**config.mk**
```make
export PLATFORM = sky130hd
export DESIGN_NAME = pc_sequencer
export DESIGN_NICKNAME = d
export VERILOG_FILES = /design/src/rtl/pc_sequencer_pkg.sv /design/src/rtl/pc_sequencer_ras_stack.sv /design/src/rtl/pc_sequencer.sv
export SDC_FILE = /design/constraint.sdc
export NUM_CORES = 1
export LEC_CHECK = 0
export CAP_MARGIN = 25
export CORE_ASPECT_RATIO = 0.5
export CORE_UTILIZATION = 60
export CTS_BUF_LIST = sky130_fd_sc_hd__clkbuf_4 sky130_fd_sc_hd__clkbuf_8
export DETAILED_ROUTE_END_ITERATION = 7
export HOLD_SLACK_MARGIN = 0.05
export MAX_ROUTING_LAYER = met4
export PLACE_DENSITY = 0.82
export SYNTH_ARGS = -nofsm -noshare
export SYNTH_HDL_FRONTEND = slang
export SYNTH_SLANG_ARGS = --single-unit
```
**constraint.sdc**
```tcl
create_clock -name clk -period 4.9 [get_ports clk]
set_clock_uncertainty 0.05 [all_clocks]
set_input_delay 0.98 -clock clk [delete_from_list [all_inputs] [get_ports clk]]
set_output_delay 0.98 -clock clk [all_outputs]
set_load 0.01 [all_outputs]
```
**src/rtl/pc_sequencer_pkg.sv**
```systemverilog
// Shared opcode header for the 16-bit core: opcode encodings, instruction field
// positions and the redirect kinds used by the fetch PC sequencer.
package pc_sequencer_pkg;

    localparam int OPC_MSB    = 15;
    localparam int OPC_LSB    = 12;
    localparam int BOFF_W     = 8;
    localparam int CALL_IMM_W = 12;

    typedef enum logic [3:0] {
        OP_ADD  = 4'h0,
        OP_SUB  = 4'h1,
        OP_AND  = 4'h2,
        OP_OR   = 4'h3,
        OP_XOR  = 4'h4,
        OP_NOT  = 4'h5,
        OP_SHL  = 4'h6,
        OP_SHR  = 4'h7,
        OP_LDI  = 4'h8,
        OP_LD   = 4'h9,
        OP_ST   = 4'hA,
        OP_MOV  = 4'hB,
        OP_CMP  = 4'hC,
        OP_B    = 4'hD,
        OP_CALL = 4'hE,
        OP_RET  = 4'hF
    } opcode_e;

    typedef enum logic [1:0] {
        RD_NONE,
        RD_BRANCH,
        RD_CALL,
        RD_RET
    } redirect_e;

    function automatic opcode_e get_opcode(input logic [15:0] instr);
        return opcode_e'(instr[OPC_MSB:OPC_LSB]);
    endfunction

endpackage

```
**src/rtl/pc_sequencer_ras_stack.sv**
```systemverilog
// Hardware return-address stack: circular buffer with saturating occupancy count
// and sticky overflow/underflow flags.
module ras_stack
    import pc_sequencer_pkg::*;
#(
    parameter int ADDR_W    = 16,
    parameter int RAS_DEPTH = 8
) (
    input  logic                         clk,
    input  logic                         rst,
    input  logic                         push_i,
    input  logic                         pop_i,
    input  logic [ADDR_W-1:0]            push_data_i,
    output logic [ADDR_W-1:0]            top_o,
    output logic [$clog2(RAS_DEPTH):0]   count_o,
    output logic                         overflow_o,
    output logic                         underflow_o
);

    localparam int PTR_W = $clog2(RAS_DEPTH);
    localparam int CNT_W = PTR_W + 1;

    logic [ADDR_W-1:0] mem_q [RAS_DEPTH];
    logic [PTR_W-1:0]  wp_q, wp_d;
    logic [CNT_W-1:0]  count_q, count_d;
    logic              overflow_q, overflow_d;
    logic              underflow_q, underflow_d;
    logic [PTR_W-1:0]  topIdx;
    logic              isFull;
    logic              isEmpty;

    assign topIdx  = wp_q - PTR_W'(1);
    assign isFull  = (count_q == CNT_W'(RAS_DEPTH));
    assign isEmpty = (count_q == '0);

    // A push onto a full stack still advances wp, so the oldest entry is the one lost.
    always_comb begin
        wp_d        = wp_q;
        count_d     = count_q;
        overflow_d  = overflow_q;
        underflow_d = underflow_q;
        if (push_i) begin
            wp_d = wp_q + PTR_W'(1);
            if (isFull) begin
                overflow_d = 1'b1;
            end else begin
                count_d = count_q + CNT_W'(1);
            end
        end else if (pop_i) begin
            if (isEmpty) begin
                underflow_d = 1'b1;
            end else begin
                wp_d    = topIdx;
                count_d = count_q - CNT_W'(1);
            end
        end
    end

    always_ff @(posedge clk or posedge rst) begin
        if (rst) begin
            wp_q        <= '0;
            count_q     <= '0;
            overflow_q  <= 1'b0;
            underflow_q <= 1'b0;
        end else begin
            wp_q        <= wp_d;
            count_q     <= count_d;
            overflow_q  <= overflow_d;
            underflow_q <= underflow_d;
        end
    end

    // Entry contents are don't-care after reset, so the storage carries no reset.
    always_ff @(posedge clk) begin
        if (push_i && !rst) begin
            mem_q[wp_q] <= push_data_i;
        end
    end

    assign top_o       = mem_q[topIdx];
    assign count_o     = count_q;
    assign overflow_o  = overflow_q;
    assign underflow_o = underflow_q;

endmodule

```
**src/rtl/pc_sequencer.sv**
```systemverilog
// Registered next-PC generator: owns the fetch PC, resolves B/CALL/RET from EX
// and flushes IF/ID for one cycle on every redirect.
module pc_sequencer
    import pc_sequencer_pkg::*;
#(
    parameter int                ADDR_W    = 16,
    parameter int                RAS_DEPTH = 8,
    parameter logic [ADDR_W-1:0] RESET_PC  = '0
) (
    input  logic                         clk,
    input  logic                         rst,
    input  logic                         stall,
    input  logic                         ex_valid,
    input  logic [15:0]                  ex_instr,
    input  logic [ADDR_W-1:0]            ex_pc,
    input  logic                         branch_taken,
    output logic [ADDR_W-1:0]            pc,
    output logic                         flush,
    output logic [$clog2(RAS_DEPTH):0]   ras_count,
    output logic                         ras_overflow,
    output logic                         ras_underflow
);

    localparam int CNT_W = $clog2(RAS_DEPTH) + 1;

    logic [ADDR_W-1:0] pc_q, pc_d;
    logic              flush_q, flush_d;

    opcode_e           opcode;
    redirect_e         redirectKind;
    logic [ADDR_W-1:0] exPcPlus1;
    logic [ADDR_W-1:0] branchTarget;
    logic [ADDR_W-1:0] callTarget;
    logic [ADDR_W-1:0] retTarget;
    logic [ADDR_W-1:0] target;
    logic              rasPush;
    logic              rasPop;
    logic [ADDR_W-1:0] rasTop;
    logic [CNT_W-1:0]  rasCount;

    assign opcode       = get_opcode(ex_instr);
    assign exPcPlus1    = ex_pc + ADDR_W'(1);
    assign branchTarget = exPcPlus1 + {{(ADDR_W-BOFF_W){ex_instr[BOFF_W-1]}}, ex_instr[BOFF_W-1:0]};
    assign callTarget   = {ex_pc[ADDR_W-1:CALL_IMM_W], ex_instr[CALL_IMM_W-1:0]};
    // An empty-stack RET falls through to the next sequential instruction.
    assign retTarget    = (rasCount == '0) ? exPcPlus1 : rasTop;

    always_comb begin
        redirectKind = RD_NONE;
        rasPush      = 1'b0;
        rasPop       = 1'b0;
        if (ex_valid) begin
            case (opcode)
                OP_B: begin
                    if (branch_taken) begin
                        redirectKind = RD_BRANCH;
                    end
                end
                OP_CALL: begin
                    redirectKind = RD_CALL;
                    rasPush      = 1'b1;
                end
                OP_RET: begin
                    redirectKind = RD_RET;
                    rasPop       = 1'b1;
                end
                default: begin
                    redirectKind = RD_NONE;
                end
            endcase
        end
    end

    always_comb begin
        target = pc_q;
        case (redirectKind)
            RD_BRANCH: target = branchTarget;
            RD_CALL:   target = callTarget;
            RD_RET:    target = retTarget;
            default:   target = pc_q;
        endcase
    end

    // A redirect wins over a stall so a resolved EX instruction is never lost.
    always_comb begin
        pc_d    = pc_q + ADDR_W'(1);
        flush_d = 1'b0;
        if (redirectKind != RD_NONE) begin
            pc_d    = target;
            flush_d = 1'b1;
        end else if (stall) begin
            pc_d = pc_q;
        end
    end

    always_ff @(posedge clk or posedge rst) begin
        if (rst) begin
            pc_q    <= RESET_PC;
            flush_q <= 1'b0;
        end else begin
            pc_q    <= pc_d;
            flush_q <= flush_d;
        end
    end

    ras_stack #(
        .ADDR_W   (ADDR_W),
        .RAS_DEPTH(RAS_DEPTH)
    ) u_ras (
        .clk        (clk),
        .rst        (rst),
        .push_i     (rasPush),
        .pop_i      (rasPop),
        .push_data_i(exPcPlus1),
        .top_o      (rasTop),
        .count_o    (rasCount),
        .overflow_o (ras_overflow),
        .underflow_o(ras_underflow)
    );

    assign pc        = pc_q;
    assign flush     = flush_q;
    assign ras_count = rasCount;

endmodule

```
==> results.yml, run 1 <==
yosys:
  synth_cells: 547
  synth_top_area_share_pct: 50.1
  ys.flop_type: "edfxtp_1"
  synth_area_leaders: "edfxtp_1 50%, mux4_2 9.4%, dfrtp_1 8.5%, ha_1 4.1%, xnor2_1 3.2%"
  post_synth.cell_area_avg_sq_um: 14.0
  post_synth_instance_area_sq_um: 7680
  seq_cells_post_synth: 154
  yosys.area.top_type: "edfxtp_1"
  yosys_warnings: 0
  ys_seq_area_share_pct: 58.5
  mappedNetlistNets: 611
  async_flop_share_pct: 16.9
  yosysUniqueCellTypes: 54
  edff_count_synth: 128
sta:
  finalSetupViolations: 0
  hold_ws_ps: 428
  final.setup.worst_slack_ps: 754
  final_period_minus_worst_setup_slack_ps: 4150
  hold_viol_final: 0
  setup_repair_after_global_routing_missed_its_margin: "no"
  max-slew-margin-rel_pct: 31.5
  clock.fmax_mhz: 241
  share_of_the_cycle_needed_by_the_critical_path_after_routing_pct: 84.6
  setup_tns_ps: 0
  slew_viol_final: 0
  worst_pin_slew_ps: 1020
route:
  maxUsedRoutingLayer: "met4"
  detail_route.drc_violations: 0
  average_detailed_routed_wire_length_per_instance_um: 23.5
  routed_vias_inst: 6.48
  wl_met3_um: 1810
  ant_nets: 0
  drt_first_iter_violations: 620
  via_count: 5218
  detail_route.wirelength_um: 18900
  met2_length_um: 8670
  wl_met1_um: 8260
  detailed_router_iteration_count_before_antenna_repair: 6
worst_setup_path:
  crit_path_class: "in2reg"
  worst_ep_required_time_ps: 5160
  timing.critical_path.to_type: "flop"
  timing.critical_path.from: "ex_pc[0]"
  worst_endpoint_data_arrival_time_ps: 4410
  reg2reg_from: "u_ras.wp_q[1]$_DFFE_PP0P_"
  critical_path.startpoint_type: "input pin"
  critPathMaxFanout: 10
clock_network:
  post-cts-setup-buffers: 0
  hold_buffers: 0
  cts_max_level: 4
  cts-resized-gates: 0
  cts_root_buffer: "clkbuf_8"
  clock_insertion_delay_worst_skew_ps: 450
  tritoncts_clock_tree: "done"
  clkTransAtPathRegs_ps: 90
  maximum_count_of_clock_buffers_along_a_single_path: 2
  cts_inserted_buffers: 17
  cts.sinks: 154
place:
  placed_cell_area_sq_um: 8550
  buffer_ports.inserted: 59
  dpl.hpwl_um: 12400
  post-place-ws_ps: 373
  place.gp.congestion: 0.964
floorplanning:
  coreArea_sq_um: 12100
  die_x_um: 162
  initial_core_util_pct: 63.3
  chipHeight_um: 82.0
  fp.dieArea_sq_um: 13300
  total_number_of_placement_rows: 28
  io_pins: 60
flow_run:
  timing.max_cap.violations: 0
power:
  switching_share_pct: 34.8
  intPower_mw: 2.90
  leakage_power_figure_nw: 3.19
  powerDensity_nw_per_um2: 491
  seqPwrFrac_pct: 37.1
  power_frac_clock_pct: 25.0
  power.share.combinational_pct: 37.9
  worst_ir_drop_vdd_v: 0.000267
  netSwitchingPower_mw: 1.55
layout:
  areaGrowthSynthToFinish_pct: 17.7
  antenna-diode-count: 0
  num-nets-final: 691
  design_area_sq_um: 9040
  fillerInstances: 767
  post_route_cells_drive_above_1_share_pct: 16.3
min_path:
  worst_hold_startpoint: "u_ras.underflow_o$_DFFE_PP0P_"
  min-delay-path-class: "reg2reg"
global_routing:
  grt_pass1_wl_um: 28500
  grt_pass1_vias: 4901
  antenna_found_initial: 0
  grt_max_degree: 39
  global_route.overflow_total: 0
  groute.usage.overall_pct: 31.3
status:
  status: "finished, final reports clean"
==> layer usage <==
metal  up-vias  GRT usage [%]
li1       2285              -
met1      2612           42.9
met2       297           48.3
met3        24           6.72
met4         0           8.02
met5         -              -
==> cell usage in the layout (no fill, tap or decap), types with 24 or more instances in the layout <==
cell type,count
clkdlybuf4s50_1,59
mux4_2,32
o21ai_0,26
buf_4,25
a21oi_1,37
edfxtp_1,128
ha_1,25
dfrtp_1,25
nand2_1,38
xnor2_1,28
nor2_1,24
==> stage by stage <==
step / std cells / power, mW / util (%)
2_1_floorplan: 547 / 2.78 / -
3_3_place_gp: 770 / 3.27 / 70.6
3_5_place_dp: 770 / 3.30 / 70.6
4_1_cts: 802 / 4.44 / 74.4
5_1_grt: 805 / 4.62 / 74.6
6_report: 805 / 4.44 / 74.6
==> registers in the layout (all words and copies together), names as in the netlist <==
| name | count |
|---|---|
| u_ras.mem_q | 128 |
| flush | 1 |
| u_ras.count_o | 4 |
| u_ras.overflow_o | 1 |
| u_ras.wp_q | 3 |
| u_ras.underflow_o | 1 |
| pc | 16 |
==> final cells by class <==
class / count / area (sq um) / share of cell area, %
sequential: 154 / 4500 / 49.7
multi-input combinational: 361 / 3060 / 33.9
timing repair buffer: 84 / 778 / 8.61
clock buffer: 17 / 234 / 2.59
clock inverter: 15 / 228 / 2.52
tap: 165 / 206 / 2.28
inverter: 9 / 33.8 / 0.374
==> cell usage after synthesis, types with 4 or more instances <==
library cell and count:
edfxtp_1 128, nand2_1 38, a21oi_1 37, mux4_2 32, xnor2_1 28, dfrtp_1 26
o21ai_0 26, ha_1 25, nor2_1 24, xor2_1 20, nand3_1 17, mux2i_1 16
clkbuf_1 10, buf_2 8, inv_1 8, and3_1 7, nand4_1 7, a21o_1 6
nor3_1 6, o211ai_1 6, o21a_1 6, a221oi_1 5, o22ai_1 5, a31oi_1 4
==> worst max-delay path, stage by stage <==
cell and delay, ps:
clkdlybuf4s50_1 520, and4_1 240, and4_1 350, nand2_1 100, xnor2_1 790, ha_1 460, a21oi_1 210, nand2_1 70
o31ai_1 250, xnor2_1 100, a221oi_1 260, a21oi_1 70
==> final timing paths <==
check	endpoint	slack [ps]	cells after the start
setup / recovery	pc[14]$_DFFE_PP0P_	750	12
hold / removal	u_ras.underflow_o$_DFFE_PP0P_	430	1
setup reg to reg	pc[9]$_DFFE_PP0P_	1560	8
hold reg to reg	u_ras.underflow_o$_DFFE_PP0P_	430	1
max in group asynchronous	pc[6]$_DFFE_PP0P_	3570	3
min in group asynchronous	u_ras.wp_q[0]$_DFFE_PP0P_	950	3
==> cells by family (layout without fill, tap and decap cells) <==
family | Yosys count | in the layout | synth area share [%]
mux | 48 | 48 | 11.5
xor+xnor | 50 | 50 | 6.14
fa+ha+maj | 27 | 27 | 4.60
flops | 154 | 154 | 58.5
simple gates | 123 | 123 | 8.02
compound gates | 113 | 113 | 9.30
buf+inv | 32 | 125 | 1.94
==> power groups by stage <==
stage          logic, mW  clock network [mW]  registers [mW]
5_1_grt             1.80                1.16            1.66
4_1_cts             1.67                1.12            1.64
6_report            1.68                1.11            1.65
3_3_place_gp        1.61                   0            1.66
2_1_floorplan       1.11                   0            1.67
3_5_place_dp        1.63                   0            1.67
No activity file was read; power rests on OpenSTA's default activity.
==> run 2: changes to the inputs <==
==> constraint.sdc (replaced) <==
create_clock -name clk -period 4.12 [get_ports clk]
set_clock_uncertainty 0.05 [all_clocks]
set_input_delay 0.824 -clock clk [delete_from_list [all_inputs] [get_ports clk]]
set_output_delay 0.824 -clock clk [all_outputs]
set_load 0.01 [all_outputs]
==> results.yml, run 2 (synthesis results as in run 1) <==
clock_network:
  cts_inserted_buffers: 17
  clock_insertion_delay_worst_skew_ps: 460
  post-cts-setup-buffers: 0
  clkTransAtPathRegs_ps: 90
  hold_buffers: 0
  cts-resized-gates: 0
  cts.sinks: 154
  tritoncts_clock_tree: "done"
  maximum_count_of_clock_buffers_along_a_single_path: 2
  cts_max_level: 4
  cts_root_buffer: "clkbuf_8"
power:
  power.share.combinational_pct: 38.4
  switching_share_pct: 34.7
  seqPwrFrac_pct: 37.4
  worst_ir_drop_vdd_v: 0.000336
  intPower_mw: 3.42
  netSwitchingPower_mw: 1.82
  leakage_power_figure_nw: 3.23
  power_frac_clock_pct: 24.2
  powerDensity_nw_per_um2: 575
status:
  status: "finished, final reports clean"
route:
  ant_nets: 0
  average_detailed_routed_wire_length_per_instance_um: 23.7
  via_count: 5260
  detail_route.drc_violations: 0
  detailed_router_iteration_count_before_antenna_repair: 5
  detail_route.wirelength_um: 19300
  drt_first_iter_violations: 574
  routed_vias_inst: 6.45
global_routing:
  grt_max_degree: 39
  grt_pass1_vias: 4902
  groute.layer.met2.usage_pct: 46.7
  global_route.overflow_total: 0
  groute.usage.overall_pct: 31.9
  antenna_found_initial: 0
  globalRouteMet1Util_pct: 44.2
  grt_pass1_wl_um: 28600
  globalRouteMet3Util_pct: 8.38
  top_usage_layer: "met2"
place:
  place.gp.congestion: 0.899
  dpl.hpwl_um: 12600
  buffer_ports.inserted: 59
sta:
  slew_viol_final: 0
  max-slew-margin-rel_pct: 42.2
  setup_repair_after_global_routing_missed_its_margin: "no"
  final_period_minus_worst_setup_slack_ps: 3610
  clock.fmax_mhz: 277
  hold_viol_final: 0
  hold_ws_ps: 435
  share_of_the_cycle_needed_by_the_critical_path_after_routing_pct: 87.7
  worst_pin_slew_ps: 866
  finalSetupViolations: 0
  setup_tns_ps: 0
floorplanning:
  chipHeight_um: 82.0
  total_number_of_placement_rows: 28
  initial_core_util_pct: 63.3
  coreArea_sq_um: 12100
  fp.dieArea_sq_um: 13300
  die_x_um: 162
  io_pins: 60
min_path:
  min-delay-path-class: "reg2reg"
  worst_hold_startpoint: "u_ras.underflow_o$_DFFE_PP0P_"
  whs_endpoint: "u_ras.underflow_o$_DFFE_PP0P_"
  count_of_cells_along_the_worst_hold_path: 1
worst_setup_path:
  worst_endpoint_data_arrival_time_ps: 3890
  worst_ep_required_time_ps: 4400
  critical_path.max_stage_delay_ps: 510
  ff2ff_setup_slack_ps: 1050
  crit_path_cell_trace: "clkdlybuf4s50_1 -> ha_1 -> nand3_1 -> nor3_1 -> buf_4 -> nand4_1 -> xnor2_1 -> ha_1 -> a21oi_1 -> o21a_1 -> nor2_1 -> or3_1 -> xnor2_1 -> o21ai_0 -> a22oi_2"
  r2r_end: "pc[13]$_DFFE_PP0P_"
  reg2reg_from: "u_ras.wp_q[1]$_DFFE_PP0P_"
  crit_path_class: "in2reg"
  critical_path.startpoint_type: "input pin"
  critPathSlowestCell: "clkdlybuf4s50_1"
  timing.critical_path.from: "ex_pc[0]"
  timing.critical_path.to_type: "flop"
  worst-r2r-cell-count: 8
  critPathMaxFanout: 4
layout:
  num-nets-final: 701
  post_route_cells_drive_above_1_share_pct: 17.7
  layout.cells.most_common: "edfxtp_1"
  antenna-diode-count: 0
  number_of_flip_flops_under_the_largest_register_name: 128
  areaGrowthSynthToFinish_pct: 18.6
  largest_register: "u_ras.mem_q"
  fillerInstances: 746
  most-common-layout-cells: "128 x edfxtp_1, 59 x clkdlybuf4s50_1, 38 x nand2_1"
flow_run:
  timing.max_cap.violations: 0
[run 2: cell count changes in the layout (fill, tap and decap cells not counted)]
| cell | before | now |
|---|---|---|
| bufinv_16 | 4 | 3 |
| inv_6 | 3 | 4 |
| clkinv_1 | 2 | 1 |
| buf_4 | 25 | 34 |
| clkbuf_4 | 0 | 1 |
| inv_8 | 4 | 3 |
| buf_12 | 0 | 1 |
| clkinvlp_4 | 1 | 2 |
[run 2: cell type report]
class	count	area [sq um]	share of cell area (%)
Inverter	9	33.8	0.371
Clock buffer	18	241	2.65
Tap cell	165	206	2.27
Sequential cell	154	4500	49.4
Timing Repair Buffer	94	866	9.51
Multi-Input combinational cell	361	3060	33.6
Clock inverter	14	199	2.18
[run 2: worst max-delay path, delay by kind of cell]
| family | cells | cell delay, ps |
|---|---|---|
| adder cells (fa/ha/maj) | 2 | 520 |
| AND/OR/NAND/NOR | 5 | 870 |
| XOR/XNOR | 2 | 380 |
| AO/OA/AOI/OAI | 4 | 620 |
| buffers and inverters | 2 | 670 |
[run 2: layer usage]
metal	vias to the layer above	share of wire, %
li1	2302	-
met4	0	1.2
met1	2619	43
met2	311	44
met3	28	11
met5	-	0
[run 2: worst max path at each step]
stage	to	slack (ps)
after floorplan	u_ras.mem_q[0][0]$_DFFE_PP_	210
after global placement	pc[15]$_DFFE_PP0P_	150
after detailed placement	pc[15]$_DFFE_PP0P_	80
after CTS	pc[15]$_DFFE_PP0P_	560
after global routing	pc[15]$_DFFE_PP0P_	340
final	pc[15]$_DFFE_PP0P_	510
[run 2: through the flow]
stage	worst slack, ps	utilization, %	power, mW	instances	cell area, sq um
global placement	147	71.5	3.91	783	8660
global route	340	75.1	5.45	815	9100
finish	507	75.1	5.24	815	9100
detailed placement	78.9	71.5	3.95	783	8660
floorplan	211	-	3.30	547	7680
CTS	556	75.1	5.23	815	9100
[run 2: power by group through the flow]
stage          logic, mW  registers (mW)  clock network (mW)
5_1_grt             2.14            1.97                1.34
2_1_floorplan       1.32            1.99                   0
4_1_cts             2.00            1.95                1.28
3_3_place_gp        1.93            1.98                   0
3_5_place_dp        1.97            1.98                   0
6_report            2.01            1.96                1.27
